[src/rtl/rv32_data_port_arbiter.sv]
`default_nettype none
// +--------------------------------------------------------------------------+
// | rv32_data_port_arbiter: shares main-memory port B among NUM_REQ masters  |
// | Rev 1.0                                                                  |
// +--------------------------------------------------------------------------+

package rv32_types;
  typedef enum logic [2:0] {
    MEM_NOP = 3'd0,
    MEM_LW  = 3'd1,
    MEM_SW  = 3'd2,
    MEM_SH  = 3'd3,
    MEM_SB  = 3'd4
  } mem_op_t;

  typedef struct packed {
    mem_op_t     op;
    logic [31:0] addr;
    logic [31:0] data;
  } memory_request_t;
endpackage

module rv32_data_port_arbiter
  import rv32_types::*;
#(
  parameter int NUM_REQ  = 2,
  parameter int MAX_WAIT = 4
) (
  input  logic                           clk,
  input  logic                           reset,
  input  logic [NUM_REQ-1:0]             req_valid,
  input  memory_request_t [NUM_REQ-1:0]  req,
  output logic [NUM_REQ-1:0]             req_grant,
  output logic [NUM_REQ-1:0]             rsp_valid,
  output logic                           rsp_err,
  output logic [31:0]                    rsp_data,
  output memory_request_t                mem_request,
  input  logic                           mem_ready,
  input  logic [31:0]                    mem_data
);

  localparam int c_PTR_W = (NUM_REQ > 1) ? $clog2(NUM_REQ) : 1;

  logic [NUM_REQ-1:0] w_compete;
  logic [NUM_REQ-1:0] w_starved;
  logic [NUM_REQ-1:0] w_grant;
  memory_request_t    w_sel;

  logic [3:0]         r_wait_cnt [1:NUM_REQ-1];
  logic [c_PTR_W-1:0] r_rr_ptr;
  logic [NUM_REQ-1:0] r_rsp_valid;
  logic               r_rsp_err;
  logic               r_rsp_lw;

  for (genvar i = 0; i < NUM_REQ; i++) begin : g_compete
    assign w_compete[i] = req_valid[i] & (req[i].op != MEM_NOP);
  end

  assign w_starved[0] = 1'b0;
  for (genvar i = 1; i < NUM_REQ; i++) begin : g_starve
    assign w_starved[i] = w_compete[i] & (r_wait_cnt[i] >= 4'(MAX_WAIT));
  end

  // Priority: lowest starved index, then the LSU, then round robin over 1..N-1.
  always_comb begin : p_arb
    logic found;
    w_grant = '0;
    found   = 1'b0;
    for (int i = 1; i < NUM_REQ; i++) begin
      if (!found && w_starved[i]) begin
        w_grant[i] = 1'b1;
        found      = 1'b1;
      end
    end
    if (!found && w_compete[0]) begin
      w_grant[0] = 1'b1;
      found      = 1'b1;
    end
    // Two passes realise the wrap: indices above rr_ptr first, then from 1.
    for (int j = 1; j < NUM_REQ; j++) begin
      if (!found && w_compete[j] && (j > int'(r_rr_ptr))) begin
        w_grant[j] = 1'b1;
        found      = 1'b1;
      end
    end
    for (int j = 1; j < NUM_REQ; j++) begin
      if (!found && w_compete[j]) begin
        w_grant[j] = 1'b1;
        found      = 1'b1;
      end
    end
    if (reset) begin
      w_grant = '0;
    end
  end

  always_comb begin : p_mux
    w_sel = '0;
    for (int j = 0; j < NUM_REQ; j++) begin
      if (w_grant[j]) begin
        w_sel = req[j];
      end
    end
  end

  // An out-of-range request still occupies the slot but never reaches memory.
  always_comb begin : p_mem_req
    mem_request = w_sel;
    if (!mem_ready) begin
      mem_request.op = MEM_NOP;
    end
  end

  always_ff @(posedge clk or posedge reset) begin
    if (reset) begin
      for (int i = 1; i < NUM_REQ; i++) begin
        r_wait_cnt[i] <= '0;
      end
      r_rr_ptr    <= '0;
      r_rsp_valid <= '0;
      r_rsp_err   <= 1'b0;
      r_rsp_lw    <= 1'b0;
    end else begin
      for (int i = 1; i < NUM_REQ; i++) begin
        if (w_compete[i] && !w_grant[i]) begin
          if (r_wait_cnt[i] != 4'hF) begin
            r_wait_cnt[i] <= r_wait_cnt[i] + 4'd1;
          end
        end else begin
          r_wait_cnt[i] <= '0;
        end
      end
      for (int i = 1; i < NUM_REQ; i++) begin
        if (w_grant[i]) begin
          r_rr_ptr <= c_PTR_W'(i);
        end
      end
      r_rsp_valid <= w_grant;
      r_rsp_err   <= (|w_grant) & ~mem_ready;
      r_rsp_lw    <= (|w_grant) & (w_sel.op == MEM_LW);
    end
  end

  assign req_grant = w_grant;
  assign rsp_valid = r_rsp_valid;
  assign rsp_err   = r_rsp_err;
  assign rsp_data  = ((|r_rsp_valid) && r_rsp_lw && !r_rsp_err) ? mem_data : 32'd0;

endmodule
`default_nettype wire

[config.mk]
export PLATFORM = sky130hd
export DESIGN_NAME = rv32_data_port_arbiter
export DESIGN_NICKNAME = d
export VERILOG_FILES = /design/src/rtl/rv32_data_port_arbiter.sv
export SDC_FILE = /design/constraint.sdc
export NUM_CORES = 1
export LEC_CHECK = 0
export ABC_AREA = 0
export CAP_MARGIN = 5
export CORE_AREA = 5 5 105 107
export DETAILED_ROUTE_END_ITERATION = 10
export DIE_AREA = 0 0 110 112
export PLACE_DENSITY_LB_ADDON = 0.15
export SLEW_MARGIN = 20
export SYNTH_ARGS = -nofsm -noshare
export SYNTH_HDL_FRONTEND = slang
export SYNTH_SLANG_ARGS = --single-unit
[constraint.sdc]
create_clock -name clk -period 4.25 [get_ports clk]
set_input_delay 0.425 -clock clk [delete_from_list [all_inputs] [get_ports clk]]
set_output_delay 0.425 -clock clk [all_outputs]
set_load 0.005 [all_outputs]
==> results.json, run 1 <==
{
  "cp_common_cell": "clkdlybuf4s50_1",
  "cpLargestDelayFamily": "buffers and inverters",
  "clkSinkCount": 8,
  "chipHeight_um": 112,
  "start_util": 0.133,
  "postLayoutCoreUtil": 0.423,
  "die_w_um": 110,
  "num_rows": 37,
  "synth_fa_ha_area_frac": 0.00937,
  "swShare": 0.244,
  "drive_gt1_frac": 0.0263,
  "yosysWarnings": 0,
  "cts_buffer_depth": 2,
  "ir_worst_vdd_uv": 74.6,
  "leakage_nw": 1.61,
  "synth_area_per_cell_um2": 8.56,
  "p_int_w": 0.000390,
  "path_max_fanout": 66,
  "synth_xor_area_frac": 0.00656,
  "place_congestion": 0.785,
  "post-dp-hpwl_mm": 8.73,
  "whs_ns": 0.562,
  "h-tree-depth": 1,
  "required_ns": 3.83,
  "relSlewSlack": 0.720,
  "slowest_stage": "clkdlybuf4s50_1",
  "cts-resized-gates": 0,
  "synth_top_family_by_area": "compound AO/OA/AOI/OAI gates",
  "crit_chain": "clkdlybuf4s50_1 > o31ai_4 > o2111a_2 > buf_12 > a22o_1 > clkdlybuf4s50_1",
  "drt_iter0_markers": 95,
  "vias_per_cell": 4.34,
  "p_seq_frac": 0.160,
  "grt_max_degree": 67,
  "hold_end": "r_wait_cnt[3]",
  "clkTransAtPathRegs_ns": 0.04,
  "clock_skew_ns": 0.000404,
  "core-area_um2": 10000,
  "seq_area_frac_synth": 0.150,
  "area_delta_synth_final_pct": 218,
  "cts_tree": "yes",
  "switchingPower_w": 0.000126,
  "ant_nets": 0,
  "synth_cells": 156,
  "p_comb_frac": 0.673,
  "rsz0062_at_grt": "false",
  "rrSetupSlack_ns": 2.69,
  "nets": 593,
  "tns_ns": 0,
  "grt_pass1_vias": 2522,
  "r2r_cells": 3,
  "fmax_ghz": 0.317,
  "status": "complete, no violations",
  "reg2reg_to": "r_wait_cnt[3]",
  "finalSetupViolCount": 0,
  "fin_crit_sh": 0.743,
  "crit_buf_inv": 3,
  "holdPathStages": 1,
  "clkPwrFrac": 0.167,
  "tightest_slew_ns": 0.410,
  "routed_wl_mm": 10.2,
  "cts_setup_buffers": 0,
  "hold_viol_final": 0,
  "cp-startpoint": "req[133]",
  "track_usage": 0.149,
  "synth-seq-cells": 8,
  "hp-class": "register to register",
  "period_minus_slack_ns": 3.16,
  "vias": 2412,
  "startpoint_type": "input port",
  "numCtsBuffers": 3,
  "critPathArrivalTime_ns": 2.73,
  "netlist_area_um2": 1340,
  "io_buffers": 274,
  "drc": 0,
  "cp-end-kind": "primary output",
  "synth.area.mux_share": 0.00750,
  "worstHoldStart": "r_wait_cnt[3]",
  "drt-pass1-iter-count": 4,
  "power.density_nw_per_um2": 121,
  "synthSimpleGateAreaFrac": 0.216,
  "root_buffer": "clkbuf_8",
  "synth_compound_area_frac": 0.524,
  "drv_slew": 0,
  "cp_slowest_stage_delay_ns": 0.56,
  "synth.distinct_cells": 29,
  "maxCapViolCount": 0,
  "synth_fp_nets": 328,
  "die-area_um2": 12300,
  "rr_startpoint": "r_wait_cnt[2]",
  "wl_per_cell_um": 18.4,
  "antenna_found_initial": 1,
  "holdBufCountCts": 0,
  "worst-setup-path-type": "input port to primary output",
  "grt_pass1_wl_mm": 14.2,
  "grt-ovfl-total": 0,
  "clock_latency_ns": 0.22,
  "io_pins": 275
}
==> cells in the final DEF (no fill, tap or decap), drive strengths merged, types with 2 or more instances in the layout <==
master	count
a22o	65
inv	2
a311oi	2
and2	32
nand2	2
a31oi	2
dfrtp	8
nand3	2
nor3b	2
clkdlybuf4s50	274
clkbuf	3
nor2	3
a32o	3
nor3	4
buf	3
==> cell families (layout without fill, tap and decap cells) <==
family / Yosys count / count (layout)
buf+inv: 19 / 282
fa+ha+maj: 1 / 1
mux: 1 / 1
simple gates: 48 / 48
xor+xnor: 1 / 1
flops: 8 / 8
other cells: 0 / 1
compound gates: 78 / 78
==> worst max-delay path by stage <==
stage                           end  slack [ns]  cells past startpoint
finish               mem_request[2]        1.09                      6
floorplan           mem_request[16]        2.24                      5
detailed placement   mem_request[2]        1.08                      6
global placement     mem_request[2]        1.09                      6
CTS                 mem_request[18]        1.05                      6
global route        mem_request[44]        0.98                      6
==> per-layer routing <==
metal,vias to the layer above,global-route usage,wire length [µm]
li1,1151,-,-
met1,1070,0.147,3350
met2,183,0.277,5150
met3,8,0.0730,1590
met4,0,0.0291,132
met5,-,0,0
==> sequential cells by signal, summed over array words and instances, names as in the netlist <==
| signal | cells |
|---|---|
| r_rsp_lw | 1 |
| r_wait_cnt | 4 |
| rsp_err | 1 |
| rsp_valid | 2 |
==> worst reg2reg max path, delay by kind of cell (launching register included) <==
| family | cells | cell delay, ns |
|---|---|---|
| flops | 1 | 0.42 |
| compound gates | 2 | 0.64 |
| simple gates | 1 | 0.36 |
==> power by group through the flow <==
stage / sequential [W] / clock, W / combinational, W
floorplan: 0.0000832 / 0 / 0.0000816
global placement: 0.0000833 / 0 / 0.000350
detailed placement: 0.0000835 / 0 / 0.000349
CTS: 0.0000824 / 0.0000908 / 0.000352
global route: 0.0000829 / 0.0000953 / 0.000370
finish: 0.0000825 / 0.0000862 / 0.000347
==> final cells by class <==
| class | instances | area (µm²) |
|---|---|---|
| Clock buffer | 3 | 41.3 |
| Multi-Input combinational cell | 129 | 1040 |
| Inverter | 2 | 7.51 |
| Antenna cell | 1 | 2.50 |
| Sequential cell | 8 | 200 |
| Fill cell | 1018 | 5800 |
| Timing Repair Buffer | 277 | 2790 |
| Tap cell | 136 | 170 |
==> Yosys cell counts <==
| library cell | instances | area share |
|---|---|---|
| a31oi_1 | 2 | 0.0094 |
| and2_1 | 32 | 0.15 |
| nor3b_1 | 2 | 0.011 |
| a311oi_2 | 1 | 0.011 |
| o21ai_0 | 1 | 0.0037 |
| a2111oi_0 | 1 | 0.0066 |
| o31ai_4 | 1 | 0.016 |
| buf_2 | 8 | 0.030 |
| nand3b_1 | 1 | 0.0056 |
| nand2_1 | 2 | 0.0056 |
| a311oi_1 | 1 | 0.0066 |
| dfrtp_1 | 8 | 0.15 |
| buf_6 | 4 | 0.034 |
| mux2i_1 | 1 | 0.0075 |
| nand2b_1 | 1 | 0.0047 |
| ha_1 | 1 | 0.0094 |
| nor2_1 | 3 | 0.0084 |
| nand3_1 | 2 | 0.0075 |
| buf_4 | 1 | 0.0056 |
| o2111a_1 | 1 | 0.0084 |
| a32o_1 | 3 | 0.022 |
| inv_1 | 2 | 0.0056 |
| a22o_1 | 65 | 0.43 |
| or3_4 | 1 | 0.0084 |
| xnor2_1 | 1 | 0.0066 |
| clkbuf_1 | 4 | 0.011 |
| a211oi_1 | 1 | 0.0056 |
| nor3_1 | 4 | 0.015 |
| o211a_1 | 1 | 0.0075 |
==> through the flow <==
step                      std cells  total power [W]  worst slack [ns]  instance area (µm²)
after CTS                       555         0.000526              1.05                 4250
after global placement          552         0.000434              1.09                 4210
after global routing            556         0.000548             0.985                 4250
after detailed placement        552         0.000432              1.08                 4210
after floorplan                 156         0.000165              2.24                 1340
final                           556         0.000516              1.09                 4250
No activity file was read; power rests on OpenSTA's default activity.
==> inputs of run 2 (changes only) <==
--- a/config.mk
+++ b/config.mk
@@ -7,9 +7,9 @@
 export LEC_CHECK = 0
 export ABC_AREA = 0
 export CAP_MARGIN = 5
-export CORE_AREA = 5 5 105 107
+export CORE_AREA = 5 5 103 105
 export DETAILED_ROUTE_END_ITERATION = 10
-export DIE_AREA = 0 0 110 112
+export DIE_AREA = 0 0 108 110
 export PLACE_DENSITY_LB_ADDON = 0.15
 export SLEW_MARGIN = 20
 export SYNTH_ARGS = -nofsm -noshare
==> constraint.sdc (replaced) <==
create_clock -name clk -period 2.8 [get_ports clk]
set_input_delay 0.28 -clock clk [delete_from_list [all_inputs] [get_ports clk]]
set_output_delay 0.28 -clock clk [all_outputs]
set_load 0.005 [all_outputs]
==> results.json, run 2 (same netlist as run 1, synthesis figures left out) <==
{
  "cp_slowest_stage_delay_ns": 0.51,
  "hold_viol_final": 0,
  "final_cell_mix": "258 x clkdlybuf4s50_1, 65 x a22o_1, 32 x and2_1",
  "leakage_nw": 1.74,
  "root_buffer": "clkbuf_8",
  "clock_skew_ns": 0.00322,
  "layout_commonest_cell": "clkdlybuf4s50_1",
  "drv_slew": 0,
  "maxCapViolCount": 0,
  "cp-end-kind": "primary output",
  "nets": 603,
  "area_delta_synth_final_pct": 228,
  "relSlewSlack": 0.720,
  "fmax_ghz": 0.374,
  "p_total_w": 0.000806,
  "antenna_found_initial": 0,
  "period_minus_slack_ns": 2.67,
  "clock_latency_ns": 0.23,
  "worst-setup-path-type": "input port to primary output",
  "clkPwrFrac": 0.172,
  "grt_pass1_wl_mm": 14.1,
  "io_pins": 275,
  "track_usage": 0.153,
  "vias": 2453,
  "switchingPower_w": 0.000206,
  "whs_ns": 0.524,
  "wl_per_cell_um": 19.4,
  "p_seq_frac": 0.155,
  "drt-pass1-iter-count": 4,
  "vias_per_cell": 4.36,
  "hp-class": "input port to async pin",
  "num_rows": 36,
  "cts_buffer_depth": 2,
  "fillers": 944,
  "fin_crit_sh": 0.955,
  "post-dp-hpwl_mm": 8.71,
  "status": "complete, no violations",
  "tightest_slew_ns": 0.419,
  "swShare": 0.255,
  "place_congestion": 0.729,
  "numCtsBuffers": 3,
  "clkSinkCount": 8,
  "drt_iter0_markers": 77,
  "crit_chain": "clkdlybuf4s50_1 > or3_4 > a311oi_4 > buf_6 > clkbuf_16 > a22o_1 > clkdlybuf4s50_1",
  "required_ns": 2.52,
  "regMostFlops": "r_wait_cnt",
  "power.density_nw_per_um2": 184,
  "cp_common_cell": "clkdlybuf4s50_1",
  "drive_gt1_frac": 0.0490,
  "slowest_stage": "clkdlybuf4s50_1",
  "critPathArrivalTime_ns": 2.39,
  "chipHeight_um": 110,
  "postLayoutCoreUtil": 0.458,
  "h-tree-depth": 1,
  "largest_register_ffs": 4,
  "p_comb_frac": 0.672,
  "start_util": 0.140,
  "rsz0062_at_grt": "false",
  "io_buffers": 274,
  "finalSetupViolCount": 0,
  "core-area_um2": 9550,
  "die-area_um2": 11900,
  "ant_nets": 0,
  "cts_tree": "yes",
  "grt-ovfl-total": 0,
  "diodes": 0,
  "die_w_um": 108,
  "path_max_fanout": 16,
  "p_int_w": 0.000600,
  "clkTransAtPathRegs_ns": 0.04,
  "startpoint_type": "input port",
  "grt_pass1_vias": 2505,
  "ir_worst_vdd_uv": 68.2,
  "grt_max_degree": 67,
  "routed_wl_mm": 10.9,
  "drc": 0
}
## run 2: cell count changes in the layout (fill, tap and decap cells not counted), sizes merged
cell,before,now
diode,1,0
buf,3,10
clkbuf,3,6
dlygate4sd2,0,16
clkdlybuf4s50,274,258
## run 2: worst max-delay path, delay by kind of cell
family / cells / cell delay [ns]
AO/OA/AOI/OAI: 2 / 0.41
AND/OR/NAND/NOR: 1 / 0.40
buffers and inverters: 4 / 1.30
## run 2: cell type report
cell class | instances | area, µm² | share of cell area
multi-input cells | 129 | 1040 | 0.237
inverters | 2 | 7.51 | 0.00171
flip-flops and latches | 8 | 200 | 0.0457
well taps | 133 | 166 | 0.0380
repair buffers | 287 | 2930 | 0.668
clock buffers | 3 | 41.3 | 0.00943
## run 2: layer usage
| metal | wire [µm] | track usage |
|---|---|---|
| met5 | 0 | 0 |
| met4 | 82 | 0.0261 |
| met3 | 1380 | 0.0705 |
| met2 | 5620 | 0.294 |
| met1 | 3790 | 0.152 |
## run 2: power groups by stage
stage / Clock (W) / Combinational (W) / Sequential [W]
after floorplan: 0 / 0.000124 / 0.000126
after global placement: 0 / 0.000532 / 0.000127
after detailed placement: 0 / 0.000534 / 0.000127
after CTS: 0.000144 / 0.000535 / 0.000125
after global routing: 0.000147 / 0.000579 / 0.000126
final: 0.000139 / 0.000542 / 0.000125
## run 2: worst paths after layout
path,from,end,slack (ns),cells past startpoint
hold reg to reg,r_wait_cnt[3],r_wait_cnt[3],0.54,1
setup reg to reg,r_wait_cnt[2],r_wait_cnt[3],1.35,3
min in group clk,r_wait_cnt[3],r_wait_cnt[3],0.54,1
hold / removal,reset,r_wait_cnt[1],0.52,3
max in group asynchronous,reset,r_rsp_lw,2.14,3
setup / recovery,req[64],mem_request[31],0.13,7
## run 2: repair_timing
item | CTS | global route
hold buffers | 0 | 0
cloned | 1 | 3
pin swaps | 1 | 1
endpoints found under the setup margin | 44 | 49
endpoints found under the hold margin | 0 | 0
setup buffers | 2 | 0
resized for setup | 17 | 2
## run 2: stage by stage
stage / TNS, ns / worst slack (ns) / cell area (µm²) / std cells
after CTS: 0 / 0.0272 / 4300 / 559
final: 0 / 0.126 / 4380 / 562
after detailed placement: -0.211 / -0.0385 / 4230 / 553
after global routing: 0 / 0.0490 / 4380 / 562
after floorplan: 0 / 1.08 / 1340 / 156
after global placement: -0.0403 / -0.0207 / 4230 / 553
